### config.mk
export PLATFORM = sky130hd
export DESIGN_NAME = demux_1_to_6_flat
export DESIGN_NICKNAME = d
export VERILOG_FILES = /design/src/rtl/demux_1_to_6_if.sv /design/src/rtl/demux_1_to_6.sv /design/src/flat_wrapper.sv
export SDC_FILE = /design/constraint.sdc
export NUM_CORES = 1
export LEC_CHECK = 0
export ABC_CLOCK_PERIOD_IN_PS = 2300
export CORE_AREA = 5 5 93 95
export CTS_CLUSTER_SIZE = 25
export DETAILED_ROUTE_END_ITERATION = 8
export DIE_AREA = 0 0 98 100
export MAX_ROUTING_LAYER = met4
export REMOVE_ABC_BUFFERS = 1
export SLEW_MARGIN = 10
export SYNTH_ARGS = -nofsm -noshare
export SYNTH_HDL_FRONTEND = slang
export SYNTH_SLANG_ARGS = --single-unit
### constraint.sdc
create_clock -name clk -period 2.3 [get_ports clk]
set_clock_uncertainty 0.15 [all_clocks]
set_input_delay 0.345 -clock clk [delete_from_list [all_inputs] [get_ports clk]]
set_output_delay 0.345 -clock clk [all_outputs]
set_load 0.01 [all_outputs]
### src/rtl/demux_1_to_6_if.sv
// Producer/consumer bundle for the 1-to-6 demux.
// drop_cnt exists only when DEMUX_DROP_CNT_EN is defined.
interface demux_1_to_6_if #(
    parameter int WIDTH = 8
`ifdef DEMUX_DROP_CNT_EN
    , parameter int CNT_W = 8
`endif
);
    logic [WIDTH-1:0] in_data;
    logic [2:0]       in_sel;
    logic             in_valid;
    logic             in_ready;
    logic             mode;
    logic [WIDTH-1:0] out_data0;
    logic [WIDTH-1:0] out_data1;
    logic [WIDTH-1:0] out_data2;
    logic [WIDTH-1:0] out_data3;
    logic [WIDTH-1:0] out_data4;
    logic [WIDTH-1:0] out_data5;
    logic [5:0]       out_valid;
    logic [5:0]       out_ready;
    logic [2:0]       rr_ptr;
`ifdef DEMUX_DROP_CNT_EN
    logic [CNT_W-1:0] drop_cnt;
`endif

    modport slave (
        input  in_data, in_sel, in_valid, mode, out_ready,
        output in_ready, out_valid, rr_ptr,
        output out_data0, out_data1, out_data2,
        output out_data3, out_data4, out_data5
`ifdef DEMUX_DROP_CNT_EN
        , output drop_cnt
`endif
    );

    modport master (
        output in_data, in_sel, in_valid, mode, out_ready,
        input  in_ready, out_valid, rr_ptr,
        input  out_data0, out_data1, out_data2,
        input  out_data3, out_data4, out_data5
`ifdef DEMUX_DROP_CNT_EN
        , input drop_cnt
`endif
    );
endinterface

### src/rtl/demux_1_to_6.sv
// 1-to-6 demux with one-entry buffers, explicit or round-robin routing.
// Define DEMUX_DROP_CNT_EN to add the saturating drop counter.
module demux_1_to_6 #(
    parameter int WIDTH = 8
`ifdef DEMUX_DROP_CNT_EN
    , parameter int CNT_W = 8
`endif
) (
    input logic           clk,
    input logic           rst,
    demux_1_to_6_if.slave bus
);
    localparam logic [2:0] LAST = 3'd5;

    logic [WIDTH-1:0] data_q [6];
    logic [WIDTH-1:0] data_d [6];
    logic [5:0]       valid_q;
    logic [5:0]       valid_d;
    logic [2:0]       rr_q;
    logic [2:0]       rr_d;

    logic [2:0] tgt;
    logic       tgt_ok;
    logic [7:0] busy;
    logic       ready;
    logic       push;
    logic [5:0] push_vec;

    always_comb begin
        tgt    = bus.mode ? rr_q : bus.in_sel;
        tgt_ok = tgt < 3'd6;
        // Targets 6/7 index the zero pad, so they always read as ready.
        busy   = {2'b00, valid_q & ~bus.out_ready};
        ready  = ~busy[tgt];
        push   = bus.in_valid & ready & tgt_ok;
        push_vec = '0;
        if (push) begin
            push_vec = 6'd1 << tgt;
        end
    end

    always_comb begin
        valid_d = (valid_q & ~bus.out_ready) | push_vec;
        for (int i = 0; i < 6; i++) begin
            data_d[i] = push_vec[i] ? bus.in_data : data_q[i];
        end
        rr_d = rr_q;
        if (push && bus.mode) begin
            rr_d = (rr_q == LAST) ? 3'd0 : rr_q + 3'd1;
        end
    end

    always_ff @(posedge clk) begin
        if (rst) begin
            valid_q <= '0;
            rr_q    <= '0;
            for (int i = 0; i < 6; i++) begin
                data_q[i] <= '0;
            end
        end else begin
            valid_q <= valid_d;
            rr_q    <= rr_d;
            for (int i = 0; i < 6; i++) begin
                data_q[i] <= data_d[i];
            end
        end
    end

`ifdef DEMUX_DROP_CNT_EN
    logic [CNT_W-1:0] drop_q;
    logic [CNT_W-1:0] drop_d;

    always_comb begin
        drop_d = drop_q;
        if (bus.in_valid && !tgt_ok && (drop_q != '1)) begin
            drop_d = drop_q + 1'b1;
        end
    end

    always_ff @(posedge clk) begin
        if (rst) begin
            drop_q <= '0;
        end else begin
            drop_q <= drop_d;
        end
    end

    assign bus.drop_cnt = drop_q;
`endif

    assign bus.in_ready  = ready;
    assign bus.out_valid = valid_q;
    assign bus.rr_ptr    = rr_q;
    assign bus.out_data0 = data_q[0];
    assign bus.out_data1 = data_q[1];
    assign bus.out_data2 = data_q[2];
    assign bus.out_data3 = data_q[3];
    assign bus.out_data4 = data_q[4];
    assign bus.out_data5 = data_q[5];
endmodule

### src/flat_wrapper.sv
// flat-port wrapper written by rule: the top's interface ports become plain ports
module demux_1_to_6_flat 
#(
    parameter int WIDTH = 8

)
  (clk, rst, bus_in_data, bus_in_sel, bus_in_valid, bus_mode, bus_out_ready, bus_in_ready, bus_out_valid, bus_rr_ptr, bus_out_data0, bus_out_data1, bus_out_data2, bus_out_data3, bus_out_data4, bus_out_data5);
  demux_1_to_6_if #(.WIDTH(WIDTH)) bus_i ();
  input logic clk;
  input logic rst;
  input wire logic [$bits(bus_i.in_data)-1:0] bus_in_data;
  input wire logic [$bits(bus_i.in_sel)-1:0] bus_in_sel;
  input wire logic [$bits(bus_i.in_valid)-1:0] bus_in_valid;
  input wire logic [$bits(bus_i.mode)-1:0] bus_mode;
  input wire logic [$bits(bus_i.out_ready)-1:0] bus_out_ready;
  output wire logic [$bits(bus_i.in_ready)-1:0] bus_in_ready;
  output wire logic [$bits(bus_i.out_valid)-1:0] bus_out_valid;
  output wire logic [$bits(bus_i.rr_ptr)-1:0] bus_rr_ptr;
  output wire logic [$bits(bus_i.out_data0)-1:0] bus_out_data0;
  output wire logic [$bits(bus_i.out_data1)-1:0] bus_out_data1;
  output wire logic [$bits(bus_i.out_data2)-1:0] bus_out_data2;
  output wire logic [$bits(bus_i.out_data3)-1:0] bus_out_data3;
  output wire logic [$bits(bus_i.out_data4)-1:0] bus_out_data4;
  output wire logic [$bits(bus_i.out_data5)-1:0] bus_out_data5;
  assign bus_i.in_data = bus_in_data;
  assign bus_i.in_sel = bus_in_sel;
  assign bus_i.in_valid = bus_in_valid;
  assign bus_i.mode = bus_mode;
  assign bus_i.out_ready = bus_out_ready;
  assign bus_in_ready = bus_i.in_ready;
  assign bus_out_valid = bus_i.out_valid;
  assign bus_rr_ptr = bus_i.rr_ptr;
  assign bus_out_data0 = bus_i.out_data0;
  assign bus_out_data1 = bus_i.out_data1;
  assign bus_out_data2 = bus_i.out_data2;
  assign bus_out_data3 = bus_i.out_data3;
  assign bus_out_data4 = bus_i.out_data4;
  assign bus_out_data5 = bus_i.out_data5;
  demux_1_to_6 #(.WIDTH(WIDTH)) u_core (.clk(clk), .rst(rst), .bus(bus_i));
endmodule
==> results of run 1 <==
## cells in the mapped netlist
| cell | n |
|---|---|
| nor3_1 | 2 |
| o21a_1 | 1 |
| or4_1 | 1 |
| a21oi_1 | 11 |
| nor2b_1 | 3 |
| mux2i_4 | 1 |
| nand4_1 | 2 |
| nand3b_1 | 1 |
| mux2_4 | 1 |
| a31oi_1 | 1 |
| o22ai_2 | 1 |
| a211oi_1 | 1 |
| a21boi_0 | 1 |
| nand2b_1 | 7 |
| a32o_1 | 1 |
| o21ai_1 | 1 |
| buf_2 | 7 |
| nor2_1 | 53 |
| mux2i_1 | 51 |
| or3b_1 | 1 |
| nand2_1 | 2 |
| nand3_1 | 3 |
| nand4b_1 | 1 |
| inv_1 | 3 |
| o31ai_1 | 2 |
| mux2_2 | 1 |
| dfxtp_1 | 57 |
| clkbuf_1 | 6 |
| or4b_1 | 1 |
## power breakdown
part	internal (uW)	leakage (uW)	switching (uW)	total, uW
clock	528	0.0000974	369	897
combinational	147	0.00107	121	267
sequential	1010	0.000461	14.0	1030
## state kept, by name, summed over array words and instances (netlist names)
| name | flops |
|---|---|
| u_core.bus.out_valid | 6 |
| u_core.bus.rr_ptr | 3 |
| u_core.data_q | 48 |
## worst max path at each step
stage,cells past startpoint,from,slack [ps],end
final,7,bus_in_sel[1],170,bus_in_ready
after global routing,7,bus_in_sel[1],40,bus_in_ready
after CTS,7,bus_in_sel[1],30,bus_in_ready
after detailed placement,7,bus_mode,-490,bus_in_ready
after global placement,7,bus_mode,-470,bus_in_ready
after floorplan,5,u_core.bus.rr_ptr[0],490,u_core.data_q[0][10]
## layer usage
metal	wire, microns	global-route usage	share of wire
met5	0	-	0
met3	368	0.0431	0.057
met1	3260	0.183	0.51
met4	61	0.0415	0.0095
met2	2750	0.199	0.43
## worst reg2reg max path: cells and delay by family, from the launching register on
family / cells / cell delay [ps]
buffers and inverters: 2 / 260
multiplexers: 2 / 400
flip-flops: 1 / 340
AO/OA/AOI/OAI: 2 / 260
AND/OR/NAND/NOR: 1 / 490
## cells by family (layout without fill, tap and decap cells)
family	Yosys count	in the layout	synth area share
mux	54	54	0.249
compound gates	20	20	0.0563
flops	57	57	0.508
simple gates	77	77	0.156
buf+inv	16	129	0.0307
## cell type report
class / instances / area (sq um)
Fill cell: 738 / 4120
Sequential cell: 57 / 1140
Multi-Input combinational cell: 151 / 1040
Timing Repair Buffer: 110 / 1020
Clock buffer: 13 / 149
Tap cell: 102 / 128
Clock inverter: 3 / 40.0
Inverter: 3 / 11.3
## stage by stage
stage / util / worst slack [ps]
2_1_floorplan: - / 488
3_3_place_gp: 0.437 / -471
3_5_place_dp: 0.437 / -492
4_1_cts: 0.462 / 27.8
5_1_grt: 0.462 / 37.0
6_report: 0.462 / 171
==> reports/qor.txt, run 1 <==
Synth warn -> 0
CP Launch Type -> primary input
Die area -> 9800 sq um
WP buf/inv -> 3
Final min period -> 2130 ps
PnR Total Power -> 2190 uW
Worst Hold Depth -> 2
CP most frequent cell -> a21oi_1
Post-Syn Area per Cell -> 10.0 sq um
FF-to-FF Start -> u_core.bus.rr_ptr[0]
Slew Viols, Final -> 0
Pin count of the biggest net entering global routing -> 32
Final #Nets -> 353
Rows -> 32
Fin Setup TNS -> 0 ps
Tot GR Track Use -> 0.137
Root buf cell -> clkbuf_8
First-pass detailed-route iteration total -> 4
Fmax -> 470 MHz
Post-CTS setup buffers -> 0
Synth-to-layout area growth -> 57.2%
Final Cycle Share -> 0.926
Max Buffers Root-to-Sink -> 2
Placed cells -> 423
WL final -> 6440 microns
Number of global-route vias before repair -> 1962
Crit-path max cell delay -> 500 ps
Synth top area share -> 0.508
Slowest cell on the critical path -> clkdlybuf4s50_1
Register area share after synthesis -> 0.508
IO Pins -> 79
CTS Hold Bufs -> 0
DRC viols -> 0
RePlAce Congestion -> 0.889
Initial antenna violation count -> 0
Via count -> 1949
Cell Area, Synth -> 2240 sq um
PD cells -> 621 nW/um^2
Final Setup Violations -> 0
VDD IR max -> 0.257 mV
TritonCTS Buffers -> 9
DR vias/cell -> 4.44
Core box area -> 7650 sq um
Post-route ant nets -> 0
CTS tree -> built
Leak -> 0.00163 uW
Post-synth cell types -> 29
Final hold vios -> 0
Post-Synthesis Cells -> 224
CP Capture Type -> output port
Port Buffer Count -> 78
Die width -> 98 microns
Clk sinks -> 57
Outcome -> completed
Final Hold Slack -> 334 ps
R2R setup slack -> 330 ps
Hold/Removal Path Class -> reg -> reg
Cell family with most CP delay -> buffers and inverters
RSZ-0062 raised after global routing -> no
Critical Path RT -> 1800 ps
Yosys top cell by area -> dfxtp_1
Normalized max-slew margin -> 0.606
Post-Layout Inst Area -> 3530 sq um
First-pass GRT wire length -> 10400 microns
Commonest non-fill, non-tap cell in the layout -> clkdlybuf4s50_1
Dpl cell area -> 3340 sq um
Synth Register Bits -> 57
H-tree depth -> 3
Commonest cells after routing, fill and taps aside -> clkdlybuf4s50_1, dfxtp_1, nor2_1
Post-route non-filler standard cell count -> 439
CP Cell Sequence -> clkdlybuf4s50_1 -> mux2i_2 -> buf_4 -> a211oi_1 -> a21oi_1 -> a21oi_1 -> clkbuf_2
Worst R2R End -> u_core.bus.rr_ptr[0]
Global route total overflow -> 0
Crit path arrival time -> 1630 ps
Synth area leaders -> dfxtp_1, mux2i_1, nor2_1
Pin slew with the least headroom to its limit -> 590 ps
Hold path start -> u_core.bus.out_valid[1]
# Max-Cap Violations -> 0
DP Wirelength -> 4740 microns
Worst Reg-to-Reg Cells -> 7
Diodes inserted -> 0
Initial Util -> 0.294
Worst skew pair latency -> 320 ps
Share of cells above drive strength 1 -> 0.154
WL/cell -> 14.7 microns
Hold endpoint -> u_core.bus.out_valid[1]
Critical setup path kind -> in -> out
Die Height -> 100 microns
Reg clk slew, reported paths -> 60 ps
Crit Path Max Fanout -> 3
DRT iter0 DRCs -> 81
# resized after CTS -> 3
(Power assumes the default switching activity.)
==> run 2, diff against run 1 <==
- ABC_CLOCK_PERIOD_IN_PS: 2300 -> default
==> results of run 2 <==
The final DEF is identical to that of run 1; final timing and power are the same.
==> patch (settings of run 2) <==
`WIDTH` is set to 8 in 3 places; all go to 6.
--- a/src/rtl/demux_1_to_6_if.sv
+++ b/src/rtl/demux_1_to_6_if.sv
@@ -1,7 +1,7 @@
 // Producer/consumer bundle for the 1-to-6 demux.
 // drop_cnt exists only when DEMUX_DROP_CNT_EN is defined.
 interface demux_1_to_6_if #(
-    parameter int WIDTH = 8
+    parameter int WIDTH = 6
 `ifdef DEMUX_DROP_CNT_EN
     , parameter int CNT_W = 8
 `endif
--- a/src/rtl/demux_1_to_6.sv
+++ b/src/rtl/demux_1_to_6.sv
@@ -1,7 +1,7 @@
 // 1-to-6 demux with one-entry buffers, explicit or round-robin routing.
 // Define DEMUX_DROP_CNT_EN to add the saturating drop counter.
 module demux_1_to_6 #(
-    parameter int WIDTH = 8
+    parameter int WIDTH = 6
 `ifdef DEMUX_DROP_CNT_EN
     , parameter int CNT_W = 8
 `endif
--- a/src/flat_wrapper.sv
+++ b/src/flat_wrapper.sv
@@ -1,7 +1,7 @@
 // flat-port wrapper written by rule: the top's interface ports become plain ports
 module demux_1_to_6_flat 
 #(
-    parameter int WIDTH = 8
+    parameter int WIDTH = 6
 
 )
   (clk, rst, bus_in_data, bus_in_sel, bus_in_valid, bus_mode, bus_out_ready, bus_in_ready, bus_out_valid, bus_rr_ptr, bus_out_data0, bus_out_data1, bus_out_data2, bus_out_data3, bus_out_data4, bus_out_data5);
Interface: changed (7 resized); port bits go from 79 to 65. No check against the original RTL was run, so the function may have changed too.
==> patch against run 2 <==
- core utilization down 8.9 points
- non-clock buffer count down 16
- sequential cell count down 12
- synthesized cell count down 18%
- count of clock-buffer cells in the layout down 8
- setup slack worse by 0.040 ns
- synthesized area down 20%
- register-to-register slack worse by 0.04 ns
- final area down 19%
- total power down 31%
- wire length down 18%
- global-route usage down 2.7 points
==> patch: results <==
group,metric,value,unit
final_layout,diodes,0,
clock_network,htree_levels,2,
clock_network,clk_pin_slew,0.09,ns
final_layout,largest_reg_flops,36,
route,vias,1617,
min_path,whs_path_depth,2,
clock_network,cts_setup_buffers,0,
route,drt_iter0_drc,58,
logic_synthesis,synth_top_cells_by_area,"dfxtp_1 (50%), mux2i_1 (22%), nor2_1 (8.5%)",
route,routed_wl,5280,microns
global_routing,grt_first_pass_wirelength,8400,microns
logic_synthesis,synthCells,183,
logic_synthesis,async_flop_share,0,%
global_routing,grt_max_degree,24,
worst_setup_path,arrival,1.67,ns
final_layout,fill_cells,791,
sta,tightest_slew,0.318,ns
final_layout,final_nets,295,
clock_network,clockBufferDepth,2,
logic_synthesis,synth_common_cells,"dfxtp_1 (45), nor2_1 (41), mux2i_1 (39)",
logic_synthesis,seq_area_frac_synth,49.9,%
place,dp.cells,371,
clock_network,postCtsHoldBufs,0,
route,drt_pass1_iterations,4,
flow_run,maxCapViolCount,0,
place,hpwl,3990,microns
global_routing,antenna_found_initial,0,
clock_network,clock_latency,0.29,ns
route,via_per_inst,4.27,
min_path,hp-class,"flop to flop",
final_layout,regMostFlops,"u_core.data_q",
status,status,"complete, no violations",
power_and_ir_drop,power_leakage,1.27,nW
final_layout,drive_above_1_share,15.5,%
logic_synthesis,ys_types,29,
clock_network,root_buffer,"clkbuf_8",
power_and_ir_drop,max-vdd-ir-drop,0.327,mV
worst_setup_path,crit_fanout,3,
place,place_area,2770,sq um
place,gp_congestion,0.827,
worst_setup_path,rr_worst_depth,8,
place,port_buffers,64,
global_routing,grt_use_total,11.1,%
clock_network,numCtsBuffers,5,
-- patch: cell types whose count changed after synthesis, moves of 2 or more --
cell	change
dfxtp_1	-12
mux2i_1	-12
nor2_1	-12
buf_2	-5
buf_1	+2
clkbuf_1	-2
-- patch: worst paths after layout --
kind | from | end | slack (ns)
worst max-delay path | bus_mode | bus_in_ready | 0.13
worst min-delay path | u_core.bus.out_valid[1] | u_core.bus.out_valid[1] | 0.34
worst max register to register | u_core.bus.rr_ptr[0] | u_core.data_q[0][8] | 0.29
worst min register to register | u_core.bus.out_valid[1] | u_core.bus.out_valid[1] | 0.34
-- patch: cell type report --
class	count	area, sq um	share of cell area, %
clock inverter	3	17.5	0.615
inverter	3	11.3	0.395
timing repair buffer	94	860	30.2
multi-input combinational	127	863	30.3
tap	102	128	4.48
clock buffer	5	68.8	2.42
sequential	45	901	31.6
-- patch: repair_timing --
item,CTS,global route
hold endpoints to repair,0,0
endpoints found under the setup margin,9,1
resized for setup,5,1
pin swaps,0,2
-- patch: report_power, final --
| part | total [mW] | internal (mW) | switching (mW) |
|---|---|---|---|
| sequential | 0.811 | 0.799 | 0.0120 |
| clock | 0.479 | 0.210 | 0.269 |
| combinational | 0.225 | 0.127 | 0.0990 |
-- patch: kinds of logic (layout without fill, tap and decap cells) --
family,after synthesis,in the layout,synth area share [%]
flip-flops,45,45,49.9
multiplexers,42,42,24.1
buffers and inverters,11,105,2.43
AND/OR/NAND/NOR,65,65,16.9
AO/OA/AOI/OAI,20,20,6.66
-- patch: through the flow --
stage	hold WS, ns	setup WS (ns)
finish	0.340	0.131
global route	0.366	0.0177
CTS	0.347	0.0115
detailed placement	0.332	-0.478
global placement	0.322	-0.427
floorplan	0.264	0.528
-- patch: worst max-delay path, cell delays in order --
cell and delay (ns):
dlygate4sd2_1 0.28, buf_4 0.16, mux2i_4 0.18, buf_4 0.15, a211oi_1 0.21, a21oi_1 0.06
a21oi_1 0.14, buf_2 0.15
-- patch: metal layers --
layer  global-route usage, %  vias to the layer above  wire [microns]
met5                       -                        -               0
met4                    2.24                        0               0
met3                    3.68                        0             317
met2                    16.8                       53            2400
met1                    14.5                      751            2560
li1                        -                      813               -
